**config.mk**
```make
export PLATFORM = sky130hd
export DESIGN_NAME = riscv_dm_abstract_cmd
export DESIGN_NICKNAME = d
export VERILOG_FILES = /design/src/rtl/riscv_dm_abstract_cmd.sv
export SDC_FILE = /design/constraint.sdc
export NUM_CORES = 1
export LEC_CHECK = 0
export CORE_ASPECT_RATIO = 1.1
export CORE_UTILIZATION = 30
export CTS_CLUSTER_SIZE = 10
export DETAILED_ROUTE_END_ITERATION = 8
export PLACE_DENSITY = 0.49
export SLEW_MARGIN = 20
export SYNTH_ARGS = -nofsm -noshare
export SYNTH_HDL_FRONTEND = slang
export SYNTH_SLANG_ARGS = --single-unit
```
**constraint.sdc**
```tcl
create_clock -name clk_i -period 5.77 [get_ports clk_i]
set_input_delay 1.154 -clock clk_i [delete_from_list [all_inputs] [get_ports clk_i]]
set_output_delay 1.154 -clock clk_i [all_outputs]
set_load 0.03 [all_outputs]
```
**src/rtl/riscv_dm_abstract_cmd.sv**
```systemverilog
`default_nettype none
// ============================================================================
// Module   : riscv_dm_abstract_cmd
// Brief    : RISC-V debug module abstract-command block. Holds the DATA,
//            PROGBUF, ABSTRACTCS, COMMAND and ABSTRACTAUTO registers behind
//            a DMI request/response port and offers validated commands to
//            an executor.
// Revision : 1.0 - initial release
// ============================================================================
module riscv_dm_abstract_cmd #(
    parameter int DATACOUNT   = 2,
    parameter int PROGBUFSIZE = 8
) (
    input  logic                      clk_i,
    input  logic                      rst_i,
    input  logic                      dmi_req_valid_i,
    output logic                      dmi_req_ready_o,
    input  logic [40:0]               dmi_req_i,
    output logic                      dmi_resp_valid_o,
    input  logic                      dmi_resp_ready_i,
    output logic [33:0]               dmi_resp_o,
    input  logic                      halted_i,
    output logic                      cmd_valid_o,
    output logic [31:0]               cmd_o,
    input  logic                      cmd_ready_i,
    input  logic                      cmd_done_i,
    input  logic                      cmd_exc_i,
    input  logic                      data_we_i,
    input  logic [3:0]                data_idx_i,
    input  logic [31:0]               data_i,
    output logic [32*DATACOUNT-1:0]   data_o,
    input  logic [4:0]                progbuf_idx_i,
    output logic [31:0]               progbuf_o
);

    localparam logic [1:0]  c_op_read      = 2'd1;
    localparam logic [1:0]  c_op_write     = 2'd2;
    localparam logic [6:0]  c_addr_data0   = 7'h04;
    localparam logic [6:0]  c_addr_acs     = 7'h16;
    localparam logic [6:0]  c_addr_command = 7'h17;
    localparam logic [6:0]  c_addr_auto    = 7'h18;
    localparam logic [6:0]  c_addr_pb0     = 7'h20;
    localparam logic [31:0] c_ebreak       = 32'h0010_0073;
    localparam int          c_pb_n         = (PROGBUFSIZE > 0) ? PROGBUFSIZE : 1;
    localparam logic [15:0] c_ad_mask      = 16'((1 << DATACOUNT) - 1);
    localparam logic [15:0] c_pb_mask      = 16'((1 << PROGBUFSIZE) - 1);

    localparam logic [1:0]  c_st_idle  = 2'd0;
    localparam logic [1:0]  c_st_issue = 2'd1;
    localparam logic [1:0]  c_st_wait  = 2'd2;

    logic [1:0]  r_state, w_state_next;
    logic [2:0]  r_cmderr, w_cmderr_set;
    logic [31:0] r_command;
    logic [31:0] r_data    [DATACOUNT];
    logic [31:0] r_progbuf [c_pb_n];
    logic [15:0] r_auto_data, r_auto_pb;
    logic        r_resp_valid;
    logic [31:0] r_resp_data;
    logic [31:0] w_rdata, w_trig_cmd;
    logic        w_busy;

    // Request decode
    logic [6:0]  w_addr, w_data_off, w_pb_off;
    logic [31:0] w_wdata;
    logic        w_fire, w_rd, w_wr, w_is_data, w_is_pb, w_auto_hit;
    logic        w_ok, w_cmd_trig, w_trigger, w_unsupported, w_trigger_ok, w_busy_err;

    assign w_addr      = dmi_req_i[40:34];
    assign w_wdata     = dmi_req_i[33:2];
    assign w_fire      = dmi_req_valid_i && dmi_req_ready_o;
    assign w_rd        = w_fire && (dmi_req_i[1:0] == c_op_read);
    assign w_wr        = w_fire && (dmi_req_i[1:0] == c_op_write);
    // Offsets wrap to large values below the window base, so one compare suffices
    assign w_data_off  = w_addr - c_addr_data0;
    assign w_pb_off    = w_addr - c_addr_pb0;
    assign w_is_data   = (w_data_off < 7'(DATACOUNT));
    assign w_is_pb     = (w_pb_off < 7'(PROGBUFSIZE));
    assign w_auto_hit  = (w_rd || w_wr) &&
                         ((w_is_data && r_auto_data[w_data_off[3:0]]) ||
                          (w_is_pb && r_auto_pb[w_pb_off[3:0]]));
    assign w_ok        = !w_busy && (r_cmderr == 3'd0);
    assign w_cmd_trig  = w_wr && (w_addr == c_addr_command) && w_ok;
    assign w_trigger   = w_cmd_trig || (w_auto_hit && w_ok);
    // A COMMAND write triggers with the freshly written value, autoexec with the latched one
    assign w_trig_cmd  = w_cmd_trig ? w_wdata : r_command;
    assign w_unsupported = (w_trig_cmd[31:24] != 8'd0) ||
                           ((w_trig_cmd[22:20] != 3'd2) && (w_trig_cmd[22:20] != 3'd3));
    assign w_trigger_ok  = w_trigger && !w_unsupported && halted_i;
    assign w_busy_err    = w_wr && w_busy &&
                           (w_is_data || w_is_pb || (w_addr == c_addr_command) || (w_addr == c_addr_auto));

    assign dmi_req_ready_o  = !r_resp_valid || dmi_resp_ready_i;
    assign dmi_resp_valid_o = r_resp_valid;
    assign dmi_resp_o       = {r_resp_data, 2'b00};
    assign cmd_o            = r_command;

    for (genvar gi = 0; gi < DATACOUNT; gi++) begin : g_data_out
        assign data_o[32*gi +: 32] = r_data[gi];
    end

    // State register
    always_ff @(posedge clk_i) begin
        if (rst_i) r_state <= c_st_idle;
        else       r_state <= w_state_next;
    end

    // Next-state: done/ready only matter in the state that waits for them
    always_comb begin
        w_state_next = r_state;
        case (r_state)
            c_st_idle:  if (w_trigger_ok) w_state_next = c_st_issue;
            c_st_issue: if (cmd_ready_i)  w_state_next = c_st_wait;
            c_st_wait:  if (cmd_done_i)   w_state_next = c_st_idle;
            default:                      w_state_next = c_st_idle;
        endcase
    end

    // FSM outputs
    always_comb begin
        cmd_valid_o = (r_state == c_st_issue);
        w_busy      = (r_state != c_st_idle);
    end

    // Error source selection; only applied while cmderr is clear
    always_comb begin
        w_cmderr_set = 3'd0;
        if ((r_state == c_st_wait) && cmd_done_i && cmd_exc_i) w_cmderr_set = 3'd3;
        else if (w_busy_err)                                   w_cmderr_set = 3'd1;
        else if (w_trigger && w_unsupported)                   w_cmderr_set = 3'd2;
        else if (w_trigger && !halted_i)                       w_cmderr_set = 3'd4;
    end

    // DMI read data, sampled from the pre-write register contents
    always_comb begin
        w_rdata = 32'd0;
        if (w_rd) begin
            if (w_is_data) begin
                for (int i = 0; i < DATACOUNT; i++)
                    if (w_data_off == 7'(i)) w_rdata = r_data[i];
            end else if (w_is_pb) begin
                for (int i = 0; i < PROGBUFSIZE; i++)
                    if (w_pb_off == 7'(i)) w_rdata = r_progbuf[i];
            end else if (w_addr == c_addr_acs) begin
                w_rdata = {3'd0, 5'(PROGBUFSIZE), 11'd0, w_busy, 1'b0, r_cmderr, 4'd0, 4'(DATACOUNT)};
            end else if (w_addr == c_addr_auto) begin
                w_rdata = {r_auto_pb, r_auto_data};
            end
        end
    end

    // Program buffer read port for the executor, EBREAK past the end
    always_comb begin
        progbuf_o = c_ebreak;
        for (int i = 0; i < PROGBUFSIZE; i++)
            if (progbuf_idx_i == 5'(i)) progbuf_o = r_progbuf[i];
    end

    // Response channel: load on fire, drop once the host takes it
    always_ff @(posedge clk_i) begin
        if (rst_i) begin
            r_resp_valid <= 1'b0;
            r_resp_data  <= 32'd0;
        end else if (w_fire) begin
            r_resp_valid <= 1'b1;
            r_resp_data  <= w_rdata;
        end else if (dmi_resp_ready_i) begin
            r_resp_valid <= 1'b0;
        end
    end

    // cmderr: sticky once set, cleared by W1C writes to ABSTRACTCS
    always_ff @(posedge clk_i) begin
        if (rst_i)                                  r_cmderr <= 3'd0;
        else if (r_cmderr == 3'd0)                  r_cmderr <= w_cmderr_set;
        else if (w_wr && (w_addr == c_addr_acs))    r_cmderr <= r_cmderr & ~w_wdata[10:8];
    end

    // Register file updates; DMI writes are blocked while busy and win over hart writes
    always_ff @(posedge clk_i) begin
        if (rst_i) begin
            r_command   <= 32'd0;
            r_auto_data <= 16'd0;
            r_auto_pb   <= 16'd0;
            for (int i = 0; i < DATACOUNT; i++) r_data[i]    <= 32'd0;
            for (int i = 0; i < c_pb_n; i++)    r_progbuf[i] <= 32'd0;
        end else begin
            if (w_cmd_trig) r_command <= w_wdata;
            if (w_wr && !w_busy && (w_addr == c_addr_auto)) begin
                r_auto_data <= w_wdata[15:0] & c_ad_mask;
                r_auto_pb   <= w_wdata[31:16] & c_pb_mask;
            end
            for (int i = 0; i < DATACOUNT; i++) begin
                if (w_wr && !w_busy && w_is_data && (w_data_off == 7'(i)))
                    r_data[i] <= w_wdata;
                else if (data_we_i && (data_idx_i == 4'(i)))
                    r_data[i] <= data_i;
            end
            for (int i = 0; i < PROGBUFSIZE; i++)
                if (w_wr && !w_busy && w_is_pb && (w_pb_off == 7'(i)))
                    r_progbuf[i] <= w_wdata;
        end
    end

endmodule
`default_nettype wire

```
# After elaboration in Yosys (flattened, before gate mapping)
# Memory sizes are Yosys's and may differ from the RTL's.
# Index checks and enable logic that the tools add are counted.
dict set report classes {
  bitwise 14
  eq_ne 28
  order_cmp 4
  reduce_logical 59
  addsub 2
  mux 92
}
# op n
set ops {}
lappend ops {{2-to-1 mux 32 bit} 34}
lappend ops {{2-to-1 mux 1 bit} 44}
lappend ops {{logical AND 1 bit} 36}
lappend ops {{== test 7 x 3 -> 1 bit, second input constant} 4}
lappend ops {{2-to-1 mux 28 bit} 1}
lappend ops {{2-to-1 mux 24 bit} 1}
lappend ops {{== test 7 x 5 -> 1 bit, second input constant} 3}
lappend ops {{== test 5 x 3 -> 1 bit, second input constant} 4}
lappend ops {{2-to-1 mux 3 bit} 6}
lappend ops {{== test 7 x 1 -> 1 bit, second input constant} 2}
lappend ops {{== test 7 x 2 -> 1 bit, second input constant} 2}
lappend ops {{zero test 7 bit} 2}
lappend ops {{OR 1 bit} 12}
lappend ops {{== test 5 x 2 -> 1 bit, second input constant} 2}
lappend ops {{less-than comparator 4 x 5 -> 1 bit, second input constant} 2}
lappend ops {{binary-select mux 1 bit (select 4 bit)} 2}
lappend ops {{logical OR 1 bit} 8}
lappend ops {{nonzero test 8 bit} 1}
lappend ops {{less-than comparator 7 x 2 -> 1 bit, second input constant} 1}
lappend ops {{less-than comparator 7 x 4 -> 1 bit, second input constant} 1}
lappend ops {{subtractor 7 x 3 -> 7 bit, second input constant} 1}
lappend ops {{subtractor 7 x 6 -> 7 bit, second input constant} 1}
lappend ops {{2-to-1 mux 2 bit} 3}
lappend ops {{!= test 3 x 2 -> 1 bit, second input constant} 2}
lappend ops {{other kinds (16)} 24}
dict set report word_totals {
  memories 2
  ram_bits 320
  register_bits 80
  elab_cells 209
  in_bits 91
  output_inout_bits 165
}
# memory words width read_ports rd_clocked_by_memory_dff write_ports line_no
set mem_list {}
lappend mem_list {r_progbuf 8 32 8 0 8 56} ;# logic [31:0] r_progbuf [c_pb_n];
lappend mem_list {r_data 2 32 2 0 2 55} ;# logic [31:0] r_data [DATACOUNT];

# Logic depth before layout (Yosys ltp)
dict set report depth {
  ltp_word 15
  ltp_mapped 10
  mapped_depth_nobuf 7
}

# Worst setup path before layout
# Ideal clock, no wire load.
dict set report synth_path {
  path_type {in2out}
  start {input progbuf_idx_i[1]}
  end {output progbuf_o[24]}
  slack_ns 1.708
  n_path_buf 3
  stages 8
  arrival_ns 2.908
  required_time_ns 4.616
  path_cell_list {buf_6 > or4b_1 > buf_4 > nor2_8 > buf_6 > a222oi_1 > and3_1 > o21ai_1}
}
dict set report synth_between {
  elab_chain_cells 9
  elab_cells_between_ends 16
  cone_classes {eq/ne: 7; mux: 8; reduce/logical: 1}
}
# item line_no
set synth_rtl {}
lappend synth_rtl {{from (decl)} 32} ;# input logic [4:0] progbuf_idx_i,
lappend synth_rtl {{zero test 5 bit} 156} ;# if (progbuf_idx_i == 5'(i)) progbuf_o = r_progbuf[i];
lappend synth_rtl {{2-to-1 mux 32 bit (7 in series)} 156}
lappend synth_rtl {{2-to-1 mux 32 bit (*)} 156}
lappend synth_rtl {{to (decl)} 33} ;# output logic [31:0] progbuf_o
# Mark *: on every way between the ends. The rest lies on a longest branch, timed or not.

# Worst setup path in the final report
dict set report layout_path {
  start {input progbuf_idx_i[3]}
  end {output progbuf_o[31]}
}
# The elaborated chain is that of the path after synthesis.

==> results.py <==
metrics = {
    "status": {
        "status": "completed",
    },
    "floorplan": {
        "ioPinCount": 256,
        "coreArea_mm2": 0.0664,
        "row_count": 99,
        "dieArea_mm2": 0.0683,
        "initial_core_util": 0.304,
        "die_width_um": 249,
        "die-height_um": 274,
    },
    "clocking": {
        "root_buffer": "clkbuf_16",
        "cts_buffer_depth": 3,
        "clk-insertion-delay-late_ns": 0.57,
        "hold_buffers": 0,
        "cts.sinks": 400,
        "postCtsSetupRepairBufs": 0,
        "cts_tree": "built",
        "cts_buffers": 46,
        "cts_resized": 0,
        "cts.clk_slew.worst_paths_ns": 0.05,
        "htreeDepth": 2,
    },
    "finish": {
        "drive_gt1_frac": 0.119,
        "diodes": 0,
        "fin_nets": 2139,
        "syn2layout_area_growth_pct": 25.2,
    },
    "route": {
        "wl_um": 83400,
        "vias": 16800,
        "dr.pass1.iters": 9,
        "drc": 0,
        "wl_per_cell_um": 28.4,
        "first_iter_violations": 1959,
        "antenna_left": 0,
        "avgViaCountPerCell": 5.72,
    },
    "grt": {
        "grt_pass1_vias": 16700,
        "grt_antenna_before_repair": 0,
        "grt_max_degree": 52,
        "grt_pass1_wl_um": 119000,
        "overflow": 0,
        "grt_usage": 0.239,
    },
    "logic_synthesis": {
        "synth_top_area_share": 0.476,
        "synthMostInstantiatedCell": "edfxtp_1",
        "yosysSeqAreaShare": 0.555,
        "ys_warn_count": 0,
        "ys_async_sr_fraction": 0,
        "synth_area_mm2": 0.0202,
        "synth_commonest_cells": "edfxtp_1 (320), nor2_1 (247), nand2_1 (186)",
        "synth_seq_cells": 400,
        "yosys_most_used_dff": "edfxtp_1",
        "synth_edf_count": 320,
        "synth_cells": 1815,
        "synth_area_per_cell_um2": 11.1,
        "yosys-top-cells-area": "edfxtp_1 (48%), dfxtp_1 (7.9%), nor2_1 (4.6%)",
        "yosys.area.top_type": "edfxtp_1",
        "ys_types": 85,
    },
    "critical_path": {
        "critical_path_class": "input pin to output pin",
        "start_kind": "input pin",
        "rrSetupSlack_ns": 3.11,
        "cp.arrival_ns": 4.19,
        "reg2reg_depth": 7,
        "end_kind": "output pin",
        "cpPeakStageDelay_ns": 0.80,
        "cp_max_fo": 13,
        "cp_top_family": "simple AND/OR/NAND/NOR gates",
        "cp.buffers_inverters": 2,
        "crit_slowest_cell": "or4b_1",
        "worstPathCellList": "clkdlybuf4s50_1 > or4b_1 > nor2_4 > a222oi_1 > and3_1 > o21ai_1 > buf_12",
        "required_ns": 4.62,
        "reg2reg_from": "dmi_resp_valid_o",
        "r2r_end": "r_progbuf[0][115]",
    },
    "sta": {
        "fin_worst_skew_ns": 0.0162,
        "drv_slew": 0,
        "rsz0062_at_grt": "no",
        "tightest_slew_ns": 1.10,
        "setup_viol": 0,
        "post-route-period-util": 0.926,
        "finalHoldViolCount": 0,
        "setup_ws_ns": 0.425,
        "max_clock_freq_mhz": 187,
        "slew_headroom": 0.268,
        "fin_tns_setup_ns": 0,
        "layout_min_cycle_time_ns": 5.34,
    },
    "flow_run": {
        "drv_cap": 0,
    },
    "hold_path": {
        "hold_end": "r_resp_data[5]",
        "min_path_type": "flip-flop to flip-flop",
        "hold_start": "r_resp_data[5]",
        "hold_depth": 2,
    },
    "place": {
        "dpl.hpwl_um": 56200,
        "gp_congestion": 0.876,
        "numPortBuffers": 253,
        "pre_cts_ws_ns": 0.542,
    },
    "power": {
        "ir_drop_uv": 250,
        "power_density_mw_per_mm2": 267,
        "power.leakage_nw": 8.97,
    },
}
-- cell type report --
type                            instances  area, um^2
Fill cell                            6531       41100
Sequential cell                       400       11200
Multi-Input combinational cell       1183        7880
Timing Repair Buffer                  336        3470
Clock buffer                           83        1330
Tap cell                              858        1070
Inverter                               76         285
Clock inverter                          3        32.5
-- registers in the layout (all words and copies together), names as in the netlist, 2 cells and up --
signal	cells
cmd_o	32
r_auto_data	2
r_auto_pb	8
r_cmderr	3
r_data	64
r_progbuf	256
r_resp_data	32
r_state	2
-- worst max path at each step --
| stage | from | endpoint | slack (ns) | cells past startpoint |
|---|---|---|---|---|
| after floorplan | progbuf_idx_i[1] | progbuf_o[24] | 1.71 | 8 |
| after global placement | progbuf_idx_i[1] | progbuf_o[2] | 0.55 | 8 |
| after detailed placement | progbuf_idx_i[1] | progbuf_o[2] | 0.54 | 8 |
| after CTS | progbuf_idx_i[1] | progbuf_o[2] | 0.51 | 8 |
| after global routing | progbuf_idx_i[1] | progbuf_o[31] | 0.47 | 7 |
| final | progbuf_idx_i[3] | progbuf_o[31] | 0.43 | 7 |
-- cell usage in the layout, fill, tap and decap left out, types with 36 or more instances in the layout --
| master | instances |
|---|---|
| a21oi_1 | 74 |
| nand2b_1 | 42 |
| inv_1 | 75 |
| dfxtp_1 | 80 |
| clkbuf_16 | 47 |
| mux4_2 | 36 |
| a222oi_1 | 40 |
| edfxtp_1 | 320 |
| mux2i_1 | 69 |
| clkdlybuf4s50_1 | 218 |
| nand2_1 | 185 |
| buf_4 | 85 |
| o21ai_0 | 49 |
| nor2_1 | 245 |
-- metal layers --
| layer | track usage | vias up | share of wire |
|---|---|---|---|
| met3 | 0.0480 | 132 | 0.097 |
| li1 | - | 7305 | - |
| met2 | 0.388 | 937 | 0.47 |
| met1 | 0.325 | 8442 | 0.42 |
| met4 | 0.0606 | 0 | 0.022 |
| met5 | 0 | - | 0 |
-- through the flow --
step / cell area [um^2] / hold WS [ns] / power (W) / utilization / std cells
after floorplan: 20200 / 0.475 / 0.00365 / - / 1816
after global placement: 23900 / 0.438 / 0.00403 / 0.360 / 2853
after detailed placement: 23900 / 0.438 / 0.00403 / 0.360 / 2853
after CTS: 25300 / 0.445 / 0.00677 / 0.381 / 2939
after global routing: 25300 / 0.473 / 0.00693 / 0.381 / 2939
final: 25300 / 0.443 / 0.00674 / 0.381 / 2939
-- worst register-to-register path: stages, from the launching register on --
cell,delay [ns]
dfxtp_1,0.31
nand2b_1,0.32
nand4_1,0.15
buf_4,0.20
nor3_1,0.38
nand3_1,0.15
nand2b_1,0.49
buf_12,0.30
-- cell families (layout without fill, tap and decap cells) --
family / after synthesis / count (layout) / synth area share
adder cells (fa/ha/maj): 5 / 5 / 0.00310
AO/OA/AOI/OAI: 454 / 454 / 0.166
multiplexers: 107 / 107 / 0.0755
other: 1 / 2 / 0.000186
AND/OR/NAND/NOR: 613 / 613 / 0.142
buffers and inverters: 233 / 498 / 0.0572
XOR/XNOR: 2 / 2 / 0.000868
flip-flops: 400 / 400 / 0.555
-- power by group --
part           switching, W  internal, W  total [W]
logic              0.000444     0.000259   0.000704
clock network       0.00121      0.00155    0.00276
registers         0.0000658      0.00321    0.00327
Note: power is estimated with default switching activity, not from simulation.
